[src/rtl/axi4_rd_arb_pkg.sv]
// Shared types and constants for the AXI4 read arbiter: AR FSM states,
// AXI burst/response encodings and the registered AR control payload.
package axi4_rd_arb_pkg;

    typedef enum logic {
        ST_IDLE  = 1'b0,
        ST_ISSUE = 1'b1
    } ar_state_t;

    localparam logic [1:0] BURST_FIXED = 2'b00;
    localparam logic [1:0] BURST_INCR  = 2'b01;
    localparam logic [1:0] BURST_WRAP  = 2'b10;

    localparam logic [1:0] RESP_OKAY   = 2'b00;
    localparam logic [1:0] RESP_EXOKAY = 2'b01;
    localparam logic [1:0] RESP_SLVERR = 2'b10;
    localparam logic [1:0] RESP_DECERR = 2'b11;

    localparam int OUT_CNT_W = 8;

    typedef struct packed {
        logic [7:0] len;
        logic [2:0] size;
        logic [1:0] burst;
    } ar_ctrl_t;

endpackage

[src/rtl/axi4_rr_arb.sv]
// Round-robin arbiter: searches upward from the pointer with wrap and moves
// the pointer just past the winner whenever the grant is consumed.
module axi4_rr_arb
    import axi4_rd_arb_pkg::*;
#(
    parameter int NUM_REQ = 4,
    parameter int IDX_W   = $clog2(NUM_REQ)
) (
    input  logic               clk,
    input  logic               rst_n,
    input  logic [NUM_REQ-1:0] req,
    input  logic               advance,
    output logic [NUM_REQ-1:0] grant,
    output logic [IDX_W-1:0]   grant_idx
);

    logic [IDX_W-1:0] ptr;
    logic             found;
    int               cand;

    always_comb begin
        grant     = '0;
        grant_idx = '0;
        found     = 1'b0;
        cand      = 0;
        for (int k = 0; k < NUM_REQ; k++) begin
            cand = int'(ptr) + k;
            if (cand >= NUM_REQ) cand = cand - NUM_REQ;
            if (!found && req[cand]) begin
                found       = 1'b1;
                grant[cand] = 1'b1;
                grant_idx   = IDX_W'(cand);
            end
        end
    end

    always_ff @(posedge clk or negedge rst_n) begin
        if (!rst_n)
            ptr <= '0;
        else if (advance)
            ptr <= (int'(grant_idx) == NUM_REQ - 1) ? '0 : grant_idx + 1'b1;
    end

endmodule

[src/rtl/axi4_read_arbiter.sv]
// N-to-1 AXI4 read arbiter with outstanding-burst limit and ID-based R routing.
// Define AXI4_RD_ARB_ERR_CHECK_EN to sink and flag R beats that match no burst.
//
//   state    | meaning
//   ST_IDLE  | waiting for a request; captures the round-robin winner
//   ST_ISSUE | holding the captured AR on the downstream port until m_arready
module axi4_read_arbiter
    import axi4_rd_arb_pkg::*;
#(
    parameter int NUM_REQ         = 4,
    parameter int ADDR_WIDTH      = 32,
    parameter int DATA_WIDTH      = 32,
    parameter int ID_WIDTH        = 4,
    parameter int MAX_OUTSTANDING = 8
) (
    input  logic                                ACLK,
    input  logic                                ARESETn,
    input  logic [NUM_REQ-1:0]                  s_arvalid,
    output logic [NUM_REQ-1:0]                  s_arready,
    input  logic [NUM_REQ*ADDR_WIDTH-1:0]       s_araddr,
    input  logic [NUM_REQ*ID_WIDTH-1:0]         s_arid,
    input  logic [NUM_REQ*8-1:0]                s_arlen,
    input  logic [NUM_REQ*3-1:0]                s_arsize,
    input  logic [NUM_REQ*2-1:0]                s_arburst,
    output logic [NUM_REQ-1:0]                  s_rvalid,
    input  logic [NUM_REQ-1:0]                  s_rready,
    output logic [DATA_WIDTH-1:0]               s_rdata,
    output logic [ID_WIDTH-1:0]                 s_rid,
    output logic [1:0]                          s_rresp,
    output logic                                s_rlast,
    output logic                                m_arvalid,
    input  logic                                m_arready,
    output logic [ADDR_WIDTH-1:0]               m_araddr,
    output logic [ID_WIDTH+$clog2(NUM_REQ)-1:0] m_arid,
    output logic [7:0]                          m_arlen,
    output logic [2:0]                          m_arsize,
    output logic [1:0]                          m_arburst,
    input  logic                                m_rvalid,
    output logic                                m_rready,
    input  logic [DATA_WIDTH-1:0]               m_rdata,
    input  logic [ID_WIDTH+$clog2(NUM_REQ)-1:0] m_rid,
    input  logic [1:0]                          m_rresp,
    input  logic                                m_rlast,
    output logic                                err_unexpected
);

    localparam int IDX_W = $clog2(NUM_REQ);
    localparam int MID_W = ID_WIDTH + IDX_W;

    ar_state_t              state, state_nx;
    logic [1:0]             rst_sync;
    logic                   run;
    logic [NUM_REQ-1:0]     grant;
    logic [IDX_W-1:0]       grant_idx;
    logic                   capture;
    logic                   r_last_hs;
    logic [OUT_CNT_W-1:0]   outstanding;
    logic [ADDR_WIDTH-1:0]  addr_q;
    logic [MID_W-1:0]       id_q;
    ar_ctrl_t               ctrl_q;
    logic [IDX_W-1:0]       r_idx;
    logic                   r_idx_ok;

    // Captures are held off until the release of reset has crossed two flops.
    always_ff @(posedge ACLK or negedge ARESETn) begin
        if (!ARESETn) rst_sync <= 2'b00;
        else          rst_sync <= {rst_sync[0], 1'b1};
    end
    assign run = rst_sync[1];

    assign capture = (state == ST_IDLE) && run && (|s_arvalid)
                     && (outstanding < OUT_CNT_W'(MAX_OUTSTANDING));

    axi4_rr_arb #(.NUM_REQ(NUM_REQ), .IDX_W(IDX_W)) u_rr (
        .clk       (ACLK),
        .rst_n     (ARESETn),
        .req       (s_arvalid),
        .advance   (capture),
        .grant     (grant),
        .grant_idx (grant_idx)
    );

    always_ff @(posedge ACLK or negedge ARESETn) begin
        if (!ARESETn) state <= ST_IDLE;
        else          state <= state_nx;
    end

    always_comb begin
        state_nx = state;
        case (state)
            ST_IDLE:  if (capture)   state_nx = ST_ISSUE;
            ST_ISSUE: if (m_arready) state_nx = ST_IDLE;
            default:                 state_nx = ST_IDLE;
        endcase
    end

    always_comb begin
        s_arready = '0;
        m_arvalid = (state == ST_ISSUE);
        if (capture) s_arready = grant;
    end

    always_ff @(posedge ACLK or negedge ARESETn) begin
        if (!ARESETn) begin
            addr_q <= '0;
            id_q   <= '0;
            ctrl_q <= '0;
        end else if (capture) begin
            addr_q       <= s_araddr[grant_idx*ADDR_WIDTH +: ADDR_WIDTH];
            id_q         <= {grant_idx, s_arid[grant_idx*ID_WIDTH +: ID_WIDTH]};
            ctrl_q.len   <= s_arlen[grant_idx*8 +: 8];
            ctrl_q.size  <= s_arsize[grant_idx*3 +: 3];
            ctrl_q.burst <= s_arburst[grant_idx*2 +: 2];
        end
    end

    assign m_araddr  = addr_q;
    assign m_arid    = id_q;
    assign m_arlen   = ctrl_q.len;
    assign m_arsize  = ctrl_q.size;
    assign m_arburst = ctrl_q.burst;

    assign r_last_hs = m_rvalid && m_rready && m_rlast;

    // Capture and last beat on the same edge cancel; the count floors at zero.
    always_ff @(posedge ACLK or negedge ARESETn) begin
        if (!ARESETn)
            outstanding <= '0;
        else if (capture && !r_last_hs)
            outstanding <= outstanding + 1'b1;
        else if (!capture && r_last_hs && outstanding != '0)
            outstanding <= outstanding - 1'b1;
    end

    assign r_idx    = m_rid[MID_W-1:ID_WIDTH];
    assign r_idx_ok = {1'b0, r_idx} < (IDX_W+1)'(NUM_REQ);
    assign s_rdata  = m_rdata;
    assign s_rid    = m_rid[ID_WIDTH-1:0];
    assign s_rresp  = m_rresp;
    assign s_rlast  = m_rlast;

`ifdef AXI4_RD_ARB_ERR_CHECK_EN
    logic sink;
    assign sink = m_rvalid && (!r_idx_ok || outstanding == '0);

    always_ff @(posedge ACLK or negedge ARESETn) begin
        if (!ARESETn)  err_unexpected <= 1'b0;
        else if (sink) err_unexpected <= 1'b1;
    end
`else
    assign err_unexpected = 1'b0;
`endif

    always_comb begin
        s_rvalid = '0;
        m_rready = 1'b0;
        for (int i = 0; i < NUM_REQ; i++)
            if (r_idx == IDX_W'(i)) s_rvalid[i] = m_rvalid;
        if (r_idx_ok) m_rready = s_rready[r_idx];
`ifdef AXI4_RD_ARB_ERR_CHECK_EN
        if (sink) begin
            s_rvalid = '0;
            m_rready = 1'b1;
        end
`endif
    end

endmodule

[config.mk]
export PLATFORM = sky130hd
export DESIGN_NAME = axi4_read_arbiter
export DESIGN_NICKNAME = d
export VERILOG_FILES = /design/src/rtl/axi4_rd_arb_pkg.sv /design/src/rtl/axi4_rr_arb.sv /design/src/rtl/axi4_read_arbiter.sv
export SDC_FILE = /design/constraint.sdc
export NUM_CORES = 1
export LEC_CHECK = 0
export ABC_AREA = 1
export BUFFER_PORTS_ARGS = -buffer_cell sky130_fd_sc_hd__buf_4
export CAP_MARGIN = 20
export CORE_MARGIN = 5
export CORE_UTILIZATION = 35
export CTS_CLUSTER_DIAMETER = 40
export DETAILED_ROUTE_END_ITERATION = 12
export HOLD_SLACK_MARGIN = 0.08
export PLACE_DENSITY = 0.68
export SYNTH_ARGS = -nofsm -noshare
export SYNTH_HDL_FRONTEND = slang
export SYNTH_SLANG_ARGS = --single-unit
[constraint.sdc]
create_clock -name ACLK -period 3.29 [get_ports ACLK]
set_input_delay 0.1645 -clock ACLK [delete_from_list [all_inputs] [get_ports ACLK]]
set_output_delay 0.1645 -clock ACLK [all_outputs]
set_load 0.05 [all_outputs]
==> results of run 1 <==
routing by layer:
metal | part of all wire [%] | wire (um) | vias to the layer above
li1 | - | - | 3099
met1 | 39 | 7450 | 2763
met2 | 49 | 9450 | 264
met3 | 9.4 | 1810 | 29
met4 | 2.3 | 447 | 0
met5 | 0 | 0 | -
repair_timing:
item,CTS,global route
hold buffers,2,0
resized for setup,0,0
hold endpoints to repair,65,0
cell type report:
cell class / count / share of cell area (%)
Clock buffer: 13 / 3.33
Tap cell: 216 / 3.46
Timing Repair Buffer: 286 / 28.3
Clock inverter: 3 / 0.512
Inverter: 175 / 8.41
Sequential cell: 64 / 20.5
Multi-Input combinational cell: 538 / 35.5
power by group through the flow:
stage                     sequential (mW)  clock (mW)  combinational (mW)
final                                1.32       0.976                5.00
after global routing                 1.37        1.05                5.52
after CTS                            1.33        1.01                5.06
after detailed placement             1.33           0                5.04
after global placement               1.33           0                4.99
after floorplan                      2.16           0                2.94
flip-flops by register name, indices dropped and copies added (netlist names):
| name | flops |
|---|---|
| m_arid | 6 |
| m_araddr | 32 |
| m_arvalid | 1 |
| m_arburst | 2 |
| m_arlen | 8 |
| u_rr.ptr | 2 |
| rst_sync | 2 |
| m_arsize | 3 |
| outstanding | 8 |
Yosys cell counts, types with 4 or more instances:
cell	number
xor2_1	5
nand2_1	190
o21ai_0	8
a21oi_1	8
nand3b_1	49
clkbuf_1	15
nor3_1	5
nand4_1	5
ha_1	11
buf_1	6
nand3_1	218
inv_1	172
buf_4	46
dfrtp_1	64
a22oi_1	4
nor2_1	12
buf_2	20
logic make-up after synthesis:
family / Yosys count
buffers and inverters: 265
and+or+nand+nor: 491
xor gates and xnor gates: 5
other: 2
AOI/OAI and AO/OA: 28
DFF: 64
adders and majority gates: 12
final timing paths:
check	depth (start not counted)	startpoint	endpoint	slack, ns
worst max-delay path	12	u_rr.ptr[0]$_DFFE_PN0P_	m_araddr[16]$_DFFE_PN0P_	0.59
worst min-delay path	5	s_araddr[111]	m_araddr[15]$_DFFE_PN0P_	0.14
min in group asynchronous	2	ARESETn	m_araddr[25]$_DFFE_PN0P_	0.49
worst max register to register	12	u_rr.ptr[0]$_DFFE_PN0P_	m_araddr[16]$_DFFE_PN0P_	0.59
worst min register to register	0	rst_sync[0]$_DFF_PN0_	rst_sync[1]$_DFF_PN0_	0.35
max in group asynchronous	2	ARESETn	m_araddr[6]$_DFFE_PN0P_	2.24
per-stage QoR:
stage               instances  area, sq um  hold slack, ns  setup WS (ns)  utilization (%)
finish                   1295         7810           0.143          0.593             49.5
global route             1295         7810           0.144          0.339             49.5
CTS                      1295         7810           0.128          0.588             49.5
detailed placement       1277         7490           0.329          0.607             47.5
global placement         1277         7490           0.329          0.689             47.5
floorplan                 867         5570          -0.131          0.761                -
cell usage in the layout, fill, tap and decap left out, types with 8 or more instances in the layout:
cell / count
o21ai_0: 8
inv_1: 172
clkbuf_16: 9
ha_1: 11
nand3b_1: 49
buf_4: 279
a21oi_1: 8
nand2_1: 190
nor2_1: 12
dfrtp_1: 64
nand3_1: 217
worst register-to-register path, stage by stage (launching register included):
cell     delay, ns
dfrtp_1       0.49
inv_2         0.16
ha_1          0.37
inv_1         0.08
nand3_1       0.08
nand2_1       0.15
o21ai_1       0.26
nand3_4       0.19
nand2_4       0.22
buf_4         0.31
nand2_1       0.11
nand3_1       0.09
nand3_1       0.07
==> key figures, run 1 <==
Synthesis
  – Post-Synth Adder-Cell Area: 2.83%
  – Synth Instances: just under 900
  – XOR/XNOR share of the synthesized area: less than 1%
  – Mux contribution to synthesized area: 0%
  – Top_reg_cell synth: dfrtp_1
  – Simple-gate share of the synthesized area: a little over two fifths
  – Ys async rst share: 100%
  – Post-synthesis compound-gate area fraction: under 10%
  – Post-synthesis cell type count: 35
  – Largest area contributor in the netlist: dfrtp_1
  – Seq cells post-synth: 64
  – Yosys warns: 0
  – Top cells by area, synth: dfrtp_1 (29%), nand3_1 (20%), nand2_1 (13%), inv_1 (12%), nand3b_1 (6.6%)
  – Top cell type's share of synthesized area: roughly 29%
  – Register area share after synthesis: 28.8%
  – Mapped Area: roughly 5600 sq um
  – Number of enable flip-flop cells after synthesis: 0
  – Post-Synthesis Net Count: 1128
  – Mapped Avg Cell Area: roughly 6.4 sq um
  – Largest family of logic cells by synthesized area: simple AND/OR/NAND/NOR gates

Setup path
  – Most frequent cell on the critical path: nand3_1
  – WP buf/inv: 3
  – CP max stage delay: between 0.4 and 0.5 ns
  – Worst Path Arrival: between 2 and 3 ns
  – Critical path type: reg -> reg
  – CP delay by family, top: simple AND/OR/NAND/NOR gates
  – Worst path cell trace: inv_2, ha_1, inv_1, nand3_1, nand2_1, o21ai_1, nand3_4, nand2_4, buf_4, nand2_1, nand3_1, nand3_1
  – Crit-path max FO: 24
  – Worst path required time: roughly 3.5 ns
  – Crit. End Element: flip-flop
  – Worst Setup Start Kind: flip-flop
  – CP max stage cell: dfrtp_1

Power
  – Static Leak: 4.50 nW
  – Post-layout total power: about 7.3 mW
  – P per Cell Area: roughly 930 nW/um^2
  – Peak supply drop: between 0.5 and 0.6 mV
  – Power share of the clock group: between 10% and 20%
  – Combinational Power Share: 68.5%
  – Sequential Power Share: 18.1%
  – NetSw: around 4 mW
  – Int Pwr: approximately 3.4 mW
  – Sw Share: about 54%

Route
  – Vias/cell: 4.75
  – Vias: 6155
  – Initial detailed-routing violation count: 277
  – Final ANT Viol Nets: 0
  – First-pass iteration count of the detailed router: 5
  – Post-Route WL: between 15 and 20 mm
  – DRC errors left: 0
  – WL per Instance: between 10 and 15 um

Cells and area
  – Multi-input logic area: between 2000 and 3000 sq um
  – Sequential Area: 1600 sq um
  – Layout overhead on the synthesized area: 40.3%
  – ANT cells: 0
  – Share of layout cells above drive strength 1: roughly 29%
  – Fill cell count: between 1500 and 2000
  – Final-stage net count: about 1300

Timing
  – # setup viols final: 0
  – Actual slew at the worst max-slew pin: just under 0.9 ns
  – Final Skew: between 0.004 and 0.005 ns
  – Final hold violations: 0
  – RSZ-0062 raised after global routing: false
  – TNS Setup: 0 ns
  – Slew HR: a little over two fifths
  – Final cycle utilization of the critical path: 82.0%
  – Final slew viol count: 0
  – F_max: 371 MHz
  – Fin crit period: around 2.7 ns

Clock network
  – Worst-skew pair later-pin latency: roughly 0.33 ns
  – CTS HTree Levels: 3
  – Cell at the root of the clock tree: clkbuf_16
  – Setup Buffers After CTS: 0
  – Clock-pin transition on the worst setup and hold timing paths: approximately 0.050 ns
  – Clk buf depth: 2
  – TritonCTS clock tree: built
  – Clk sink count: 64
  – Num CTS Buffers: 9

Global route
  – GR met3 Demand/Resource: 6.03%
  – GR Layer Usage met2: about 34%
  – GRT Overall Usage: 20.2%
  – GRT met1 Usage: between 20 and 25%
  – Global route hottest layer: met2
  – Antenna violations before repair: 0
  – Total gr overflow: 0
  – Maximum number of pins on one net before global-route repair: 100
  – Vias in the first global route: roughly 5900
  – First-pass GRT wire length: roughly 30 mm

Hold path
  – Worst hold path type: in -> reg

Place
  – Placer Congestion: approximately 0.83
  – Port bufs: 272
  – HPWL Detailed: around 14 mm

Floorplanning
  – Rows: between 40 and 50
  – I/O pin count: 350
  – Die Area: about 19000 sq um
  – Die Wd: about 140 um
  – Die height: 136 um
  – Core footprint: 15800 sq um
  – Initial Util: 35.3%

Job
  – Max Cap Viol: 0

Status
  – Outcome: finished, final reports clean
(Power assumes the default switching activity.)
==> inputs of run 2 (changes only) <==
--- a/config.mk
+++ b/config.mk
@@ -13,7 +13,7 @@
 export CTS_CLUSTER_DIAMETER = 40
 export DETAILED_ROUTE_END_ITERATION = 12
 export HOLD_SLACK_MARGIN = 0.08
-export PLACE_DENSITY = 0.68
+export PLACE_DENSITY = 0.7
 export SYNTH_ARGS = -nofsm -noshare
 export SYNTH_HDL_FRONTEND = slang
 export SYNTH_SLANG_ARGS = --single-unit
==> constraint.sdc (replaced) <==
create_clock -name ACLK -period 2.4 [get_ports ACLK]
set_input_delay 0.12 -clock ACLK [delete_from_list [all_inputs] [get_ports ACLK]]
set_output_delay 0.12 -clock ACLK [all_outputs]
set_load 0.05 [all_outputs]
==> key figures, run 2 (synthesis results as in run 1) <==
Cells and area
  – ANT cells: 0
  – Most frequent cells in the layout: buf_4 (290), nand3_1 (216), nand2_1 (188)
  – Finished Layout Cells: between 1000 and 1500
  – Most common cell after layout, fill and taps aside: buf_4
  – Post-route cell area: between 7000 and 8000 sq um
  – Share of layout cells above drive strength 1: between 30% and 40%
  – Layout overhead on the synthesized area: 42.9%
  – Number of flip-flops in the largest register: 32
  – Fill cell count: between 1500 and 2000
  – Final-stage net count: approximately 1300

Place
  – Placed cells: 1288
  – Dpl ws: between 0.08 and 0.09 ns
  – Placer Congestion: between 0.9 and 1
  – Port bufs: 272
  – HPWL Detailed: between 10 and 15 mm
  – Post-Place Cell Area: between 7000 and 8000 sq um

Power
  – Post-layout total power: between 10 and 15 mW
  – Sequential Power Share: 17.7%
  – Power share of the clock group: around 13%
  – P per Cell Area: between 1000 and 1500 nW/um^2
  – Int Pwr: ~4.7 mW
  – Peak supply drop: 0.694 mV
  – Static Leak: between 4 and 5 nW
  – Combinational Power Share: approximately 70%
  – Sw Share: between 50% and 60%
  – NetSw: approximately 5.4 mW

Timing
  – RSZ-0062 raised after global routing: true
  – Slew HR: about 42%
  – Fin crit period: between 2 and 2.5 ns
  – Final Skew: between 0.01 and 0.015 ns
  – Final slew viol count: 0
  – F_max: between 400 and 500 MHz
  – Final cycle utilization of the critical path: a little over nine tenths
  – Actual slew at the worst max-slew pin: about 0.87 ns
  – Final WS setup: about 0.13 ns
  – Final hold violations: 0
  – # setup viols final: 0

Global route
  – Vias in the first global route: 5867
  – First-pass GRT wire length: a little under 30 mm
  – Antenna violations before repair: 0
  – GRT Overall Usage: 20.0%
  – Maximum number of pins on one net before global-route repair: 65
  – Total gr overflow: 0

Floorplanning
  – Die Area: 18500 sq um
  – I/O pin count: between 300 and 400
  – Initial Util: 35.3%
  – Die Wd: between 100 and 150 um
  – Die height: ~140 um
  – Core footprint: 15800 sq um
  – Rows: 46

Setup path
  – Most frequent cell on the critical path: nand2_1
  – CP max stage delay: approximately 0.40 ns
  – Critical path type: reg -> reg
  – Crit. End Element: flip-flop
  – CP Launch Point: outstanding[7]$_DFFE_PN0P_
  – R2R Path Start: outstanding[7]$_DFFE_PN0P_
  – CP max stage cell: dfrtp_1
  – Worst path required time: 2.59 ns
  – Worst Setup Start Kind: flip-flop
  – Worst Path Arrival: between 2 and 2.5 ns
  – Crit-path max FO: 7
  – Worst path cell trace: nor3_2, nand3_1, nor2_2, nand2_2, ha_1, nand3_1, nand2_1, nand2_1, nand2_1, a21oi_1, or2_2, nand2_1, a21oi_1

Route
  – Vias/cell: around 4.7
  – DRC errors left: 0
  – Final ANT Viol Nets: 0
  – Post-Route WL: about 19 mm
  – WL per Instance: approximately 15 um
  – Vias: just over 6000
  – Initial detailed-routing violation count: roughly 380
  – First-pass iteration count of the detailed router: 5

Clock network
  – Clk sink count: 64
  – TritonCTS clock tree: built
  – Num CTS Buffers: 9
  – Clk buf depth: 2
  – Cell at the root of the clock tree: clkbuf_16
  – Worst-skew pair later-pin latency: roughly 0.33 ns
  – CTS HTree Levels: 3
  – Clock-pin transition on the worst setup and hold timing paths: 0.06 ns

Job
  – Max Cap Viol: 0

Hold path
  – Hold wc startpoint: s_araddr[49]
  – Worst hold path type: in -> reg

Status
  – Outcome: finished, final reports clean
==> run 2: cell count changes in the layout (fill, tap and decap cells not counted), sizes merged <==
cell	previous run	this run
buf	284	298
clkbuf	13	12
clkinv	2	3
==> run 2: cell type report <==
class | count | area (sq um) | share of cell area (%)
Clock buffer | 12 | 236 | 2.97
Clock inverter | 4 | 45.0 | 0.566
Inverter | 175 | 657 | 8.26
Multi-Input combinational cell | 538 | 2800 | 35.1
Sequential cell | 64 | 1600 | 20.1
Tap cell | 216 | 270 | 3.40
Timing Repair Buffer | 300 | 2350 | 29.5
==> run 2: timing repair <==
item / 4_1_cts / 5_1_grt
hold buffers: 2 / 0
setup endpoints to repair: 0 / 54
gates resized for setup: 0 / 6
hold endpoints to repair: 65 / 0
buffers inserted: 0 / 3
==> run 2: power groups by stage <==
stage	registers [mW]	clock network (mW)	logic (mW)
after global placement	1.77	0	6.97
after detailed placement	1.78	0	7.01
final	1.78	1.27	7.04
after CTS	1.78	1.31	7.03
after global routing	1.84	1.37	7.76
after floorplan	2.95	0	4.03
==> run 2: through the flow <==
stage | hold slack (ns) | setup TNS [ns] | util (%)
6_report | 0.104 | 0 | 50.4
5_1_grt | 0.109 | -0.139 | 50.4
4_1_cts | 0.0899 | 0 | 50.2
3_5_place_dp | 0.240 | 0 | 48.3
3_3_place_gp | 0.240 | 0 | 48.3
2_1_floorplan | -0.176 | 0 | -
==> run 2: worst max-delay path, delay by kind of cell (launching register included) <==
family / cells / cell delay (ns)
AOI/OAI and AO/OA: 2 / 0.11
DFF: 1 / 0.40
and+or+nand+nor: 10 / 1.24
adders and majority gates: 1 / 0.37
==> run 2: final timing paths <==
kind                                         endpoint  slack, ns  cells after the start
setup / recovery           outstanding[5]$_DFFE_PN0P_       0.13                     13
hold / removal               m_araddr[17]$_DFFE_PN0P_       0.10                      5
setup reg to reg           outstanding[5]$_DFFE_PN0P_       0.13                     13
hold reg to reg                 rst_sync[1]$_DFF_PN0_       0.36                      0
max in group asynchronous    m_araddr[11]$_DFFE_PN0P_       1.38                      2
min in group asynchronous      m_arlen[4]$_DFFE_PN0P_       0.45                      2
==> run 2: metal layers <==
metal	part of all wire [%]	GRT usage [%]
met1	39	24.0
met2	51	34.5
met5	0	0
met4	1.4	6.66
met3	8.5	5.59
